[src/rtl/regfile_wb_arbiter.sv]
// Three-requester register-file write-back arbiter with a per-register pending scoreboard.
// Define WB_ROUND_ROBIN_EN for round-robin arbitration; fixed priority 2 > 1 > 0 otherwise.
module regfile_wb_arbiter #(
  parameter int DW = 32,
  parameter int AW = 5
) (
  input  logic            clk,
  input  logic            rst,
  input  logic [2:0]      req_valid,
  input  logic [3*AW-1:0] req_addr,
  input  logic [3*DW-1:0] req_data,
  output logic [2:0]      req_ready,
  output logic            wren,
  output logic [AW-1:0]   wr,
  output logic [DW-1:0]   wd,
  input  logic            issue_valid,
  input  logic [AW-1:0]   issue_addr,
  input  logic [AW-1:0]   q_addr1,
  input  logic [AW-1:0]   q_addr2,
  output logic            q_busy1,
  output logic            q_busy2
);

  localparam int NREG = 1 << AW;

  logic [2:0]      grant_s;
  logic            xfer_s;
  logic [AW-1:0]   sel_addr_s;
  logic [DW-1:0]   sel_data_s;
  logic [NREG-1:0] pend_r;
  logic [NREG-1:0] pend_nxt_s;
  logic            wren_r;
  logic [AW-1:0]   wr_r;
  logic [DW-1:0]   wd_r;

`ifdef WB_ROUND_ROBIN_EN
  logic [1:0] ptr_r;  // first requester examined this cycle

  // round-robin grant starting the search at ptr_r
  always_comb begin
    grant_s = 3'b000;
    case (ptr_r)
      2'd1: begin
        if      (req_valid[1]) grant_s = 3'b010;
        else if (req_valid[2]) grant_s = 3'b100;
        else if (req_valid[0]) grant_s = 3'b001;
        else                   grant_s = 3'b000;
      end
      2'd2: begin
        if      (req_valid[2]) grant_s = 3'b100;
        else if (req_valid[0]) grant_s = 3'b001;
        else if (req_valid[1]) grant_s = 3'b010;
        else                   grant_s = 3'b000;
      end
      default: begin
        if      (req_valid[0]) grant_s = 3'b001;
        else if (req_valid[1]) grant_s = 3'b010;
        else if (req_valid[2]) grant_s = 3'b100;
        else                   grant_s = 3'b000;
      end
    endcase
  end

  // pointer moves past the granted requester only when a transfer happens
  always_ff @(posedge clk) begin
    if (!rst) begin
      ptr_r <= 2'd0;
    end else if (xfer_s) begin
      case (grant_s)
        3'b001:  ptr_r <= 2'd1;
        3'b010:  ptr_r <= 2'd2;
        3'b100:  ptr_r <= 2'd0;
        default: ptr_r <= ptr_r;
      endcase
    end else begin
      ptr_r <= ptr_r;
    end
  end
`else
  // fixed priority: mul/div over load over ALU
  always_comb begin
    grant_s = 3'b000;
    if      (req_valid[2]) grant_s = 3'b100;
    else if (req_valid[1]) grant_s = 3'b010;
    else if (req_valid[0]) grant_s = 3'b001;
    else                   grant_s = 3'b000;
  end
`endif

  assign req_ready = rst ? grant_s : 3'b000;
  assign xfer_s    = |(req_valid & req_ready);

  // route the granted requester's address and data
  always_comb begin
    sel_addr_s = '0;
    sel_data_s = '0;
    case (req_ready)
      3'b001: begin
        sel_addr_s = req_addr[0*AW +: AW];
        sel_data_s = req_data[0*DW +: DW];
      end
      3'b010: begin
        sel_addr_s = req_addr[1*AW +: AW];
        sel_data_s = req_data[1*DW +: DW];
      end
      3'b100: begin
        sel_addr_s = req_addr[2*AW +: AW];
        sel_data_s = req_data[2*DW +: DW];
      end
      default: begin
        sel_addr_s = '0;
        sel_data_s = '0;
      end
    endcase
  end

  // claim beats clear on the same register; register 0 is never pending
  always_comb begin
    pend_nxt_s = '0;
    for (int i = 0; i < NREG; i++) begin
      pend_nxt_s[i] = (i != 0) &&
                      ((issue_valid && (issue_addr == AW'(i))) ||
                       (pend_r[i] && !(xfer_s && (sel_addr_s == AW'(i)))));
    end
  end

  // write port and scoreboard state
  always_ff @(posedge clk) begin
    if (!rst) begin
      wren_r <= 1'b0;
      wr_r   <= '0;
      wd_r   <= '0;
      pend_r <= '0;
    end else begin
      wren_r <= xfer_s && (sel_addr_s != '0);
      if (xfer_s) begin
        wr_r <= sel_addr_s;
        wd_r <= sel_data_s;
      end
      pend_r <= pend_nxt_s;
    end
  end

  assign wren = wren_r;
  assign wr   = wr_r;
  assign wd   = wd_r;

  // the write cycle itself still counts as busy for hazard queries
  assign q_busy1 = pend_r[q_addr1] | (wren_r & (wr_r != '0) & (wr_r == q_addr1));
  assign q_busy2 = pend_r[q_addr2] | (wren_r & (wr_r != '0) & (wr_r == q_addr2));

endmodule

[config.mk]
export PLATFORM = sky130hd
export DESIGN_NAME = regfile_wb_arbiter
export DESIGN_NICKNAME = d
export VERILOG_FILES = /design/src/rtl/regfile_wb_arbiter.sv
export SDC_FILE = /design/constraint.sdc
export NUM_CORES = 1
export LEC_CHECK = 0
export ABC_AREA = 1
export CAP_MARGIN = 20
export CORE_MARGIN = 8
export CORE_UTILIZATION = 46
export CTS_CLUSTER_SIZE = 25
export DETAILED_ROUTE_END_ITERATION = 8
export PLACE_DENSITY = 0.84
export SETUP_SLACK_MARGIN = 0.05
export SLEW_MARGIN = 10
export SYNTH_ARGS = -nofsm -noshare
export SYNTH_HDL_FRONTEND = slang
export SYNTH_SLANG_ARGS = --single-unit
[constraint.sdc]
create_clock -name clk -period 5.1 [get_ports clk]
set_input_delay 1.275 -clock clk [delete_from_list [all_inputs] [get_ports clk]]
set_output_delay 1.275 -clock clk [all_outputs]
set_load 0.05 [all_outputs]
After elaboration in Yosys (flattened, before gate mapping)
Cells that the tools add are included.
- output and inout bits: 43
- bits of input ports: 132
- register bits: 70
- $lt $le $gt $ge: 2
- reduce and logical (&&, ||, !) cells: 159
- bitwise operators: 6
- equal/unequal tests: 67
- multiplexer cells: 10
- operator list (operator ; number):
    5-bit equality test, second input constant ; 32
    32-bit one-hot mux with 3 select lines ; 1
    1-bit logical AND ; 94
    5-bit by 4-bit equality test with 1-bit output, second input constant ; 16
    5-bit by 3-bit equality test with 1-bit output, second input constant ; 8
    1-bit zero test ; 31
    1-bit logical OR ; 31
    5-bit by 2-bit equality test with 1-bit output, second input constant ; 4
    5-bit one-hot mux with 3 select lines ; 1
    5-bit by 6-bit < comparator with 1-bit output, second input constant ; 2
    1-bit binary-select mux with 5-bit select ; 2
    5-bit by 1-bit equality test with 1-bit output, second input constant ; 2
    5-bit equality test ; 2
    5-bit nonzero test ; 2
    3-bit two-way mux ; 3
    1-bit AND ; 3
    3-bit AND ; 1
    3-bit by 1-bit equality test with 1-bit output, second input constant ; 1
    3-bit by 2-bit equality test with 1-bit output, second input constant ; 1
    3-bit equality test, second input constant ; 1
    1-bit two-way mux ; 3
    3-bit OR reduction ; 1
    1-bit bitwise OR ; 2

Depth between registers and ports, before layout
Gate-level depths: netlist of run 1.
- word-level depth: 11
- depth in mapped cells: 10

Worst setup path after synthesis of run 1
No wires, ideal clock.
- path type: input to output
- start: input q_addr1[1]
- end: output q_busy1
- buffers on the path: 2
- path slack: 1.310 ns
- stages: 8
- arrival: 2.515 ns
- cell sequence: clkbuf_1 -> clkbuf_1 -> o211ai_1 -> nand3_1 -> nand3_1 -> nand3_1 -> nand2_1 -> nand2_1
- word-level cells in the longest chain between the ends: 3
- ends and longest elaborated chain (what ; line ; text):
    from (decl) ; 18 ; input logic [AW-1:0] q_addr1,
    1-bit binary-select mux with 5-bit select or 5-bit equality test (tied branches) ; 149 ; assign q_busy1 = pend_r[q_addr1] | (wren_r & (wr_r != '0) & (wr_r == q_addr1));
    1-bit two-way mux (not written as such) or 1-bit AND (tied branches) ; 149 ;
    1-bit bitwise OR (*) ; 149 ;
    to (decl) ; 20 ; output logic q_busy1,
Every way passes the cells marked *; elsewhere a longest branch is shown, timed or not. The select of a mux whose other input is x is not followed.

Worst setup path after layout of run 1
Ends and elaborated chain as after synthesis.

==> impl_summary.log, run 1 <==
INFO  metric end_kind = output pin
INFO  metric worst_slew_margin_rel = 25.1%
INFO  metric gr-total-overflow = 0
INFO  metric timing_worst_slew_pin_value = 1.12 ns
INFO  metric ctsLongestPathBuffers = 2
INFO  metric timing_worst_setup_path_type = in2out
INFO  metric placementRows = 34
INFO  metric finish.cell_count_without_fillers = 893
INFO  metric drt_pre_antenna_iters = 9
INFO  metric port-buffer-count = 174
INFO  metric cts_root_buffer = clkbuf_8
INFO  metric postPlaceCellArea = 5790 um^2
INFO  metric detail_route.iter0.violations = 381
INFO  metric cts_sinks = 69
INFO  metric global_route.usage.total = 25.8%
INFO  metric critical_path.max_fanout = 16
INFO  metric via_count_of_the_first_global_routing_pass = 4,747
INFO  metric status = complete, but fails checks
INFO  metric clock_insertion_delay_worst_skew = 0.34 ns
INFO  metric critical_path.cell_chain = clkdlybuf4s50_1 > inv_1 > a21oi_1 > o21ai_0 > nand3_1 > nand3_1 > nand3b_1 > nand2_1 > nand2_1 > buf_4
INFO  metric grt_pass1_wl = 24,200 um
INFO  metric power.sequential.fraction = 40.4%
INFO  metric power.share.switching = 32.7%
INFO  metric cts_htree_levels = 3
INFO  metric layout-area-overhead-vs-synth = 48.8%
INFO  metric worst_clock_skew = 0 ns
INFO  metric post-route-cell-area = 5990 um^2
INFO  metric detailroute.via_count = 4,917
INFO  metric ctsHoldBuffers = 0
INFO  metric synth_area_leader_cell = dfxtp_1
INFO  metric crit_slowest_cell = clkdlybuf4s50_1
INFO  metric cts-resized-gates = 0
INFO  metric finalSetupViolations = 0
INFO  metric hold_class = reg2reg
INFO  metric gp_congestion = 0.873
INFO  metric mostFrequentLayoutCell = nand2_1
INFO  metric die-area = 12,000 um^2
INFO  metric route.final.wire_length = 15,500 um
INFO  metric start_util = 46.8%
INFO  metric fraction_of_final_layout_cells_sized_beyond_drive_strength_1 = 5.62%
INFO  metric power_report.internal_total = 0.965 mW
INFO  metric max_freq = 235 MHz
INFO  metric die_x = 110 um
INFO  metric dp_hpwl = 12,000 um
INFO  metric top_level_ports = 175
INFO  metric critPathTopFamily = buffers and inverters
INFO  metric cts.repair_timing.setup_buffer_count = 0
INFO  metric critPathRequiredTime = 3.83 ns
INFO  metric path_buf_inv = 3
INFO  metric syn-instance-count = 621
INFO  metric finish.utilization = 69.7%
INFO  metric synth_area = 4020 um^2
INFO  metric worst_path_largest_cell_delay = 0.83 ns
INFO  metric final.setup.tns = 0 ns
INFO  metric drt_drc = 3
INFO  metric timing.max_cap.violations = 0
INFO  metric cts_buffers = 9
INFO  metric vdd_ir_drop_max = 0.000140 V
INFO  metric synth.top_cell.area_share = 34.3%
INFO  metric number_of_storage_elements_in_the_synthesis_netlist = 69
INFO  metric finalWorstPathRequiredPeriod = 4.26 ns
INFO  metric power_density = 240 nW/um^2
INFO  metric ant_nets = 0
INFO  metric route.detailed.wl_per_inst = 17.3 um
INFO  metric worst_setup_path_start_kind = input pin
INFO  metric numPlacedInstances = 875
INFO  metric synthesis.nets = 753
INFO  metric most_used_cells_in_the_layout_excluding_fill_and_tap_cells = 230 x nand2_1, 170 x clkdlybuf4s50_1, 70 x nand3_1
INFO  metric avgViaCountPerCell = 5.51
INFO  metric synthTopCellsByArea = dfxtp_1 34%, nand2_1 21%, nand3_1 8.7%
INFO  metric slew_viol_final = 0
INFO  metric final.period_utilization = 83.5%
INFO  metric fin_nets = 910
INFO  metric core_area = 8590 um^2
INFO  metric final-hold-violation-count = 0
INFO  metric worst_setup_hold_path_clk_slew = 0.07 ns
INFO  metric clock_power_share = 30.7%
INFO  metric violated_checks = design-rule violations
INFO  metric die_span_in_y = 110 um
INFO  metric netlist-cell-type-count = 27
INFO  metric power.combinational.fraction = 28.9%
INFO  metric cts_tree = done
INFO  metric worst_ep_arrival_time = 2.98 ns
INFO  metric synth_area_per_cell = 6.48 um^2
INFO  metric synth_warnings = 0
INFO  metric grt_max_degree = 69
INFO  metric number_of_antenna_violations_at_the_first_check_in_global_routing = 2
INFO  metric rsz0062_at_grt = no
INFO  metric switching_power = 0.470 mW
INFO  metric post_synthesis_sequential_area_ratio = 34.3%
INFO  metric leakage = 2.15 nW
==> metal layers <==
metal  vias to the layer above  wire length [um]  GRT usage, %
met1                      2250              5920          29.5
met2                       223              7430          42.5
met4                         0               609          11.9
met3                        40              1540          8.85
met5                         -                 0             0
li1                       2404                 -             -
==> area by class of cell <==
| class | instances | area [um^2] |
|---|---|---|
| Fill cell | 731 | 2600 |
| Multi-Input combinational cell | 477 | 2320 |
| Timing Repair Buffer | 180 | 1800 |
| Sequential cell | 69 | 1380 |
| Inverter | 41 | 154 |
| Tap cell | 108 | 135 |
| Clock buffer | 9 | 124 |
| Clock inverter | 7 | 66.3 |
| Antenna cell | 2 | 5.00 |
==> power by group through the flow <==
stage	Clock (mW)	Combinational, mW	Sequential, mW
global placement	0	0.409	0.591
finish	0.441	0.415	0.580
detailed placement	0	0.414	0.592
CTS	0.446	0.415	0.579
global route	0.469	0.443	0.582
floorplan	0	0.149	0.665
==> kinds of logic (layout without fill, tap and decap cells) <==
group | Yosys count | in the layout | synth area share, %
AND/OR/NAND/NOR | 352 | 352 | 37.2
AO/OA/AOI/OAI | 115 | 115 | 18.3
buffers and inverters | 75 | 237 | 7.96
flip-flops | 69 | 69 | 34.3
XOR/XNOR | 10 | 10 | 2.18
other | 0 | 2 | 0
==> cell usage after synthesis <==
cell / count
a211oi_2: 1
a21oi_1: 51
a41oi_1: 32
buf_2: 10
buf_4: 1
buf_6: 3
clkbuf_1: 20
clkinv_1: 1
dfxtp_1: 69
inv_1: 37
inv_2: 3
nand2_1: 230
nand2_2: 1
nand3_1: 70
nand3_2: 1
nand3b_1: 2
nand4_1: 6
nor2_1: 28
nor2_2: 7
nor2_4: 2
nor2_8: 1
nor3_1: 2
o211ai_1: 14
o21ai_0: 17
or2_2: 2
xnor2_1: 4
xor2_1: 6
==> tightest hold or removal path: stages, from the launching register on <==
cell and delay (ns):
dfxtp_1 0.31, nand2_1 0.06, a21oi_1 0.05
==> registers in the layout, indices dropped and copies added, names as in the netlist <==
name    count
pend_r     31
wren        1
wr          5
wd         32
==> path summary, 6_finish.rpt <==
kind | startpoint | to | slack [ns] | cells past startpoint
max | q_addr1[1] | q_busy1 | 0.84 | 10
min | pend_r[29] | pend_r[29] | 0.47 | 2
max reg2reg | wr[1] | wr[1] | 4.36 | 2
min reg2reg | pend_r[29] | pend_r[29] | 0.47 | 2
==> metrics by stage <==
step	hold slack (ns)	setup WS [ns]	power, mW
after detailed placement	0.455	0.841	1.01
after floorplan	0.439	1.31	0.813
after global routing	0.486	0.687	1.49
after CTS	0.468	0.833	1.44
after global placement	0.452	0.883	1.00
final	0.465	0.840	1.44
(Power assumes the default switching activity.)
==> inputs of run 2 (changes only) <==
--- a/config.mk
+++ b/config.mk
@@ -8,10 +8,10 @@
 export ABC_AREA = 1
 export CAP_MARGIN = 20
 export CORE_MARGIN = 8
-export CORE_UTILIZATION = 46
+export CORE_UTILIZATION = 43
 export CTS_CLUSTER_SIZE = 25
 export DETAILED_ROUTE_END_ITERATION = 8
-export PLACE_DENSITY = 0.84
+export PLACE_DENSITY = 0.8
 export SETUP_SLACK_MARGIN = 0.05
 export SLEW_MARGIN = 10
 export SYNTH_ARGS = -nofsm -noshare
==> constraint.sdc (replaced) <==
create_clock -name clk -period 4 [get_ports clk]
set_input_delay 1 -clock clk [delete_from_list [all_inputs] [get_ports clk]]
set_output_delay 1 -clock clk [all_outputs]
set_load 0.05 [all_outputs]
==> run 2 against run 1 <==
Net effect:
- die area increased by 5.9%
- non-clock buffer count up 3
- clock skew stayed put
- register-to-register slack got worse by 1.1 ns
- global-route usage shrank 0.56 points
- the flow now finishes without violations
- critical endpoint unchanged
- largest power group unchanged
- sequential power grew 28%
==> impl_summary.log, run 2 (synthesis results as in run 1) <==
INFO  metric status = finished clean
INFO  metric setup_ws = 0.398 ns (-0.443 ns)
INFO  metric min_delay_worst_endpoint = pend_r[19]
INFO  metric holdPathStages = 2 (unchanged)
INFO  metric n_antenna_cell = 0 (-2)
INFO  metric finish.cell_count_without_fillers = 897 (+0.45%)
INFO  metric core_area = 9150 um^2 (+6.5%)
INFO  metric route.final.wire_length = 16,300 um (+5.3%)
INFO  metric finalSetupViolations = 0 (unchanged)
INFO  metric timing_worst_setup_path_type = in2out
INFO  metric cts_sinks = 69 (unchanged)
INFO  metric dp_hpwl = 12,700 um (+6.0%)
INFO  metric worst_setup_path_start_kind = input pin
INFO  metric final.period_utilization = 90.1%
INFO  metric cts.repair_timing.setup_buffer_count = 0 (unchanged)
INFO  metric mostFrequentLayoutCell = nand2_1
INFO  metric top_level_ports = 175 (unchanged)
INFO  metric detailroute.via_count = 4,989 (+1.5%)
INFO  metric final.setup.tns = 0 ns (unchanged)
INFO  metric number_of_antenna_violations_at_the_first_check_in_global_routing = 0 (-2)
INFO  metric layout-area-overhead-vs-synth = 50.2%
INFO  metric worst_slew_margin_rel = 26.9% (+1.9 points)
INFO  metric power_density = 306 nW/um^2 (+28%)
INFO  metric via_count_of_the_first_global_routing_pass = 4,865 (+2.5%)
INFO  metric drt_drc = 0 (-3)
INFO  metric largest_register_ff_count = 32 (unchanged)
INFO  metric ctsLongestPathBuffers = 2 (unchanged)
INFO  metric vdd_ir_drop_max = 0.000183 V (+30%)
INFO  metric start_util = 44.0% (-2.9 points)
INFO  metric finalWorstPathRequiredPeriod = 3.60 ns
INFO  metric port-buffer-count = 174 (unchanged)
INFO  metric reg2reg_from = wr[4]
INFO  metric fin_nets = 913 (+0.33%)
INFO  metric rrSetupSlack = 3.23 ns (-1.13 ns)
INFO  metric grt_pass1_wl = 25,500 um (+5.3%)
INFO  metric final-hold-violation-count = 0 (unchanged)
INFO  metric clock_insertion_delay_worst_skew = 0.34 ns (about the same)
INFO  metric drt_pre_antenna_iters = 7 (-2)
INFO  metric ant_nets = 0 (unchanged)
INFO  metric die-area = 12,700 um^2 (+5.9%)
INFO  metric cts_root_buffer = clkbuf_8
INFO  metric die_span_in_y = 113 um (+2.9%)
INFO  metric leakage = 2.17 nW (+1.0%)
INFO  metric hold_class = reg2reg
INFO  metric most_used_cells_in_the_layout_excluding_fill_and_tap_cells = 230 x nand2_1, 169 x clkdlybuf4s50_1, 70 x nand3_1
INFO  metric cts_tree = done
INFO  metric grt_max_degree = 69 (unchanged)
INFO  metric gr-total-overflow = 0 (unchanged)
INFO  metric placementRows = 35 (+2.9%)
INFO  metric worst_ep_arrival_time = 2.60 ns (-0.38 ns)
INFO  metric post-route-cell-area = 6040 um^2 (+0.88%)
INFO  metric route.detailed.wl_per_inst = 18.2 um (+4.8%)
INFO  metric timing.max_cap.violations = 0 (unchanged)
INFO  metric cts_buffers = 9 (unchanged)
INFO  metric global_route.usage.total = 25.2% (-0.56 points)
INFO  metric timing_worst_slew_pin_value = 1.09 ns (-0.0278 ns)
INFO  metric cts-resized-gates = 0 (unchanged)
INFO  metric worst_slack_after_detailed_placement = 0.394 ns (-0.447 ns)
INFO  metric ctsHoldBuffers = 0 (unchanged)
INFO  metric postPlaceCellArea = 5860 um^2 (+1.1%)
INFO  metric fraction_of_final_layout_cells_sized_beyond_drive_strength_1 = 5.47% (-0.15 points)
INFO  metric slew_viol_final = 0 (unchanged)
INFO  metric ff2ff_path_depth = 2 (unchanged)
INFO  metric die_x = 113 um (+2.9%)
INFO  metric max_freq = 278 MHz
INFO  metric detail_route.iter0.violations = 440 (+15%)
INFO  metric worst_clock_skew = 0 ns (unchanged)
INFO  metric gp_congestion = 0.936 (+7.2%)
INFO  metric cts_htree_levels = 3 (unchanged)
INFO  metric rr_endpoint = wr[4]
INFO  metric rsz0062_at_grt = no
INFO  metric critical_path.max_fanout = 10 (-6)
INFO  metric holdCritStartpoint = pend_r[19]
INFO  metric critPathRequiredTime = 3.00 ns (-0.83 ns)
INFO  metric worst_setup_hold_path_clk_slew = 0.07 ns (about the same)
INFO  metric end_kind = output pin
INFO  metric hold_ws = 0.462 ns (-0.00279 ns)
INFO  metric avgViaCountPerCell = 5.56 (+1.0%)
INFO  metric numPlacedInstances = 881 (+0.69%)
==> run 2: worst max path at each step <==
| stage | startpoint | to |
|---|---|---|
| final | q_addr1[1] | q_busy1 |
| after global placement | q_addr1[0] | q_busy1 |
| after detailed placement | q_addr1[1] | q_busy1 |
| after floorplan | q_addr1[1] | q_busy1 |
| after CTS | q_addr1[1] | q_busy1 |
| after global routing | q_addr1[1] | q_busy1 |
==> run 2: layout make-up <==
type,instances,area [um^2]
repair buffers,183,1860
clock inverters,1,30.0
multi-input cells,477,2320
well taps,111,139
flip-flops and latches,69,1380
fillers,788,3110
clock buffers,15,156
inverters,41,154
==> run 2: power breakdown <==
group	switching [mW]	leakage, nW	internal (mW)
Sequential	0.0211	0.563	0.719
Clock	0.258	0.0919	0.307
Combinational	0.306	1.51	0.237
Total	0.586	2.17	1.26
==> run 2: critical path, cell delays in order <==
cell	delay, ns
clkdlybuf4s50_1	0.64
buf_4	0.23
a21oi_1	0.05
o21ai_0	0.09
nand3_1	0.09
nand3_1	0.10
nand3_1	0.08
nand2_1	0.09
nand2_1	0.09
buf_12	0.16
==> run 2: through the flow <==
step	total power [mW]	utilization [%]
2_1_floorplan	1.04	-
3_3_place_gp	1.28	64.0
3_5_place_dp	1.30	64.0
4_1_cts	1.85	66.0
5_1_grt	1.93	66.0
6_report	1.85	66.0
==> run 2: per-layer routing <==
metal | vias up | part of all wire [%] | track usage [%]
li1 | 2408 | - | -
met1 | 2296 | 38 | 27.7
met2 | 254 | 49 | 43.1
met3 | 31 | 10 | 9.48
met4 | 0 | 3.0 | 9.71
met5 | - | 0 | 0
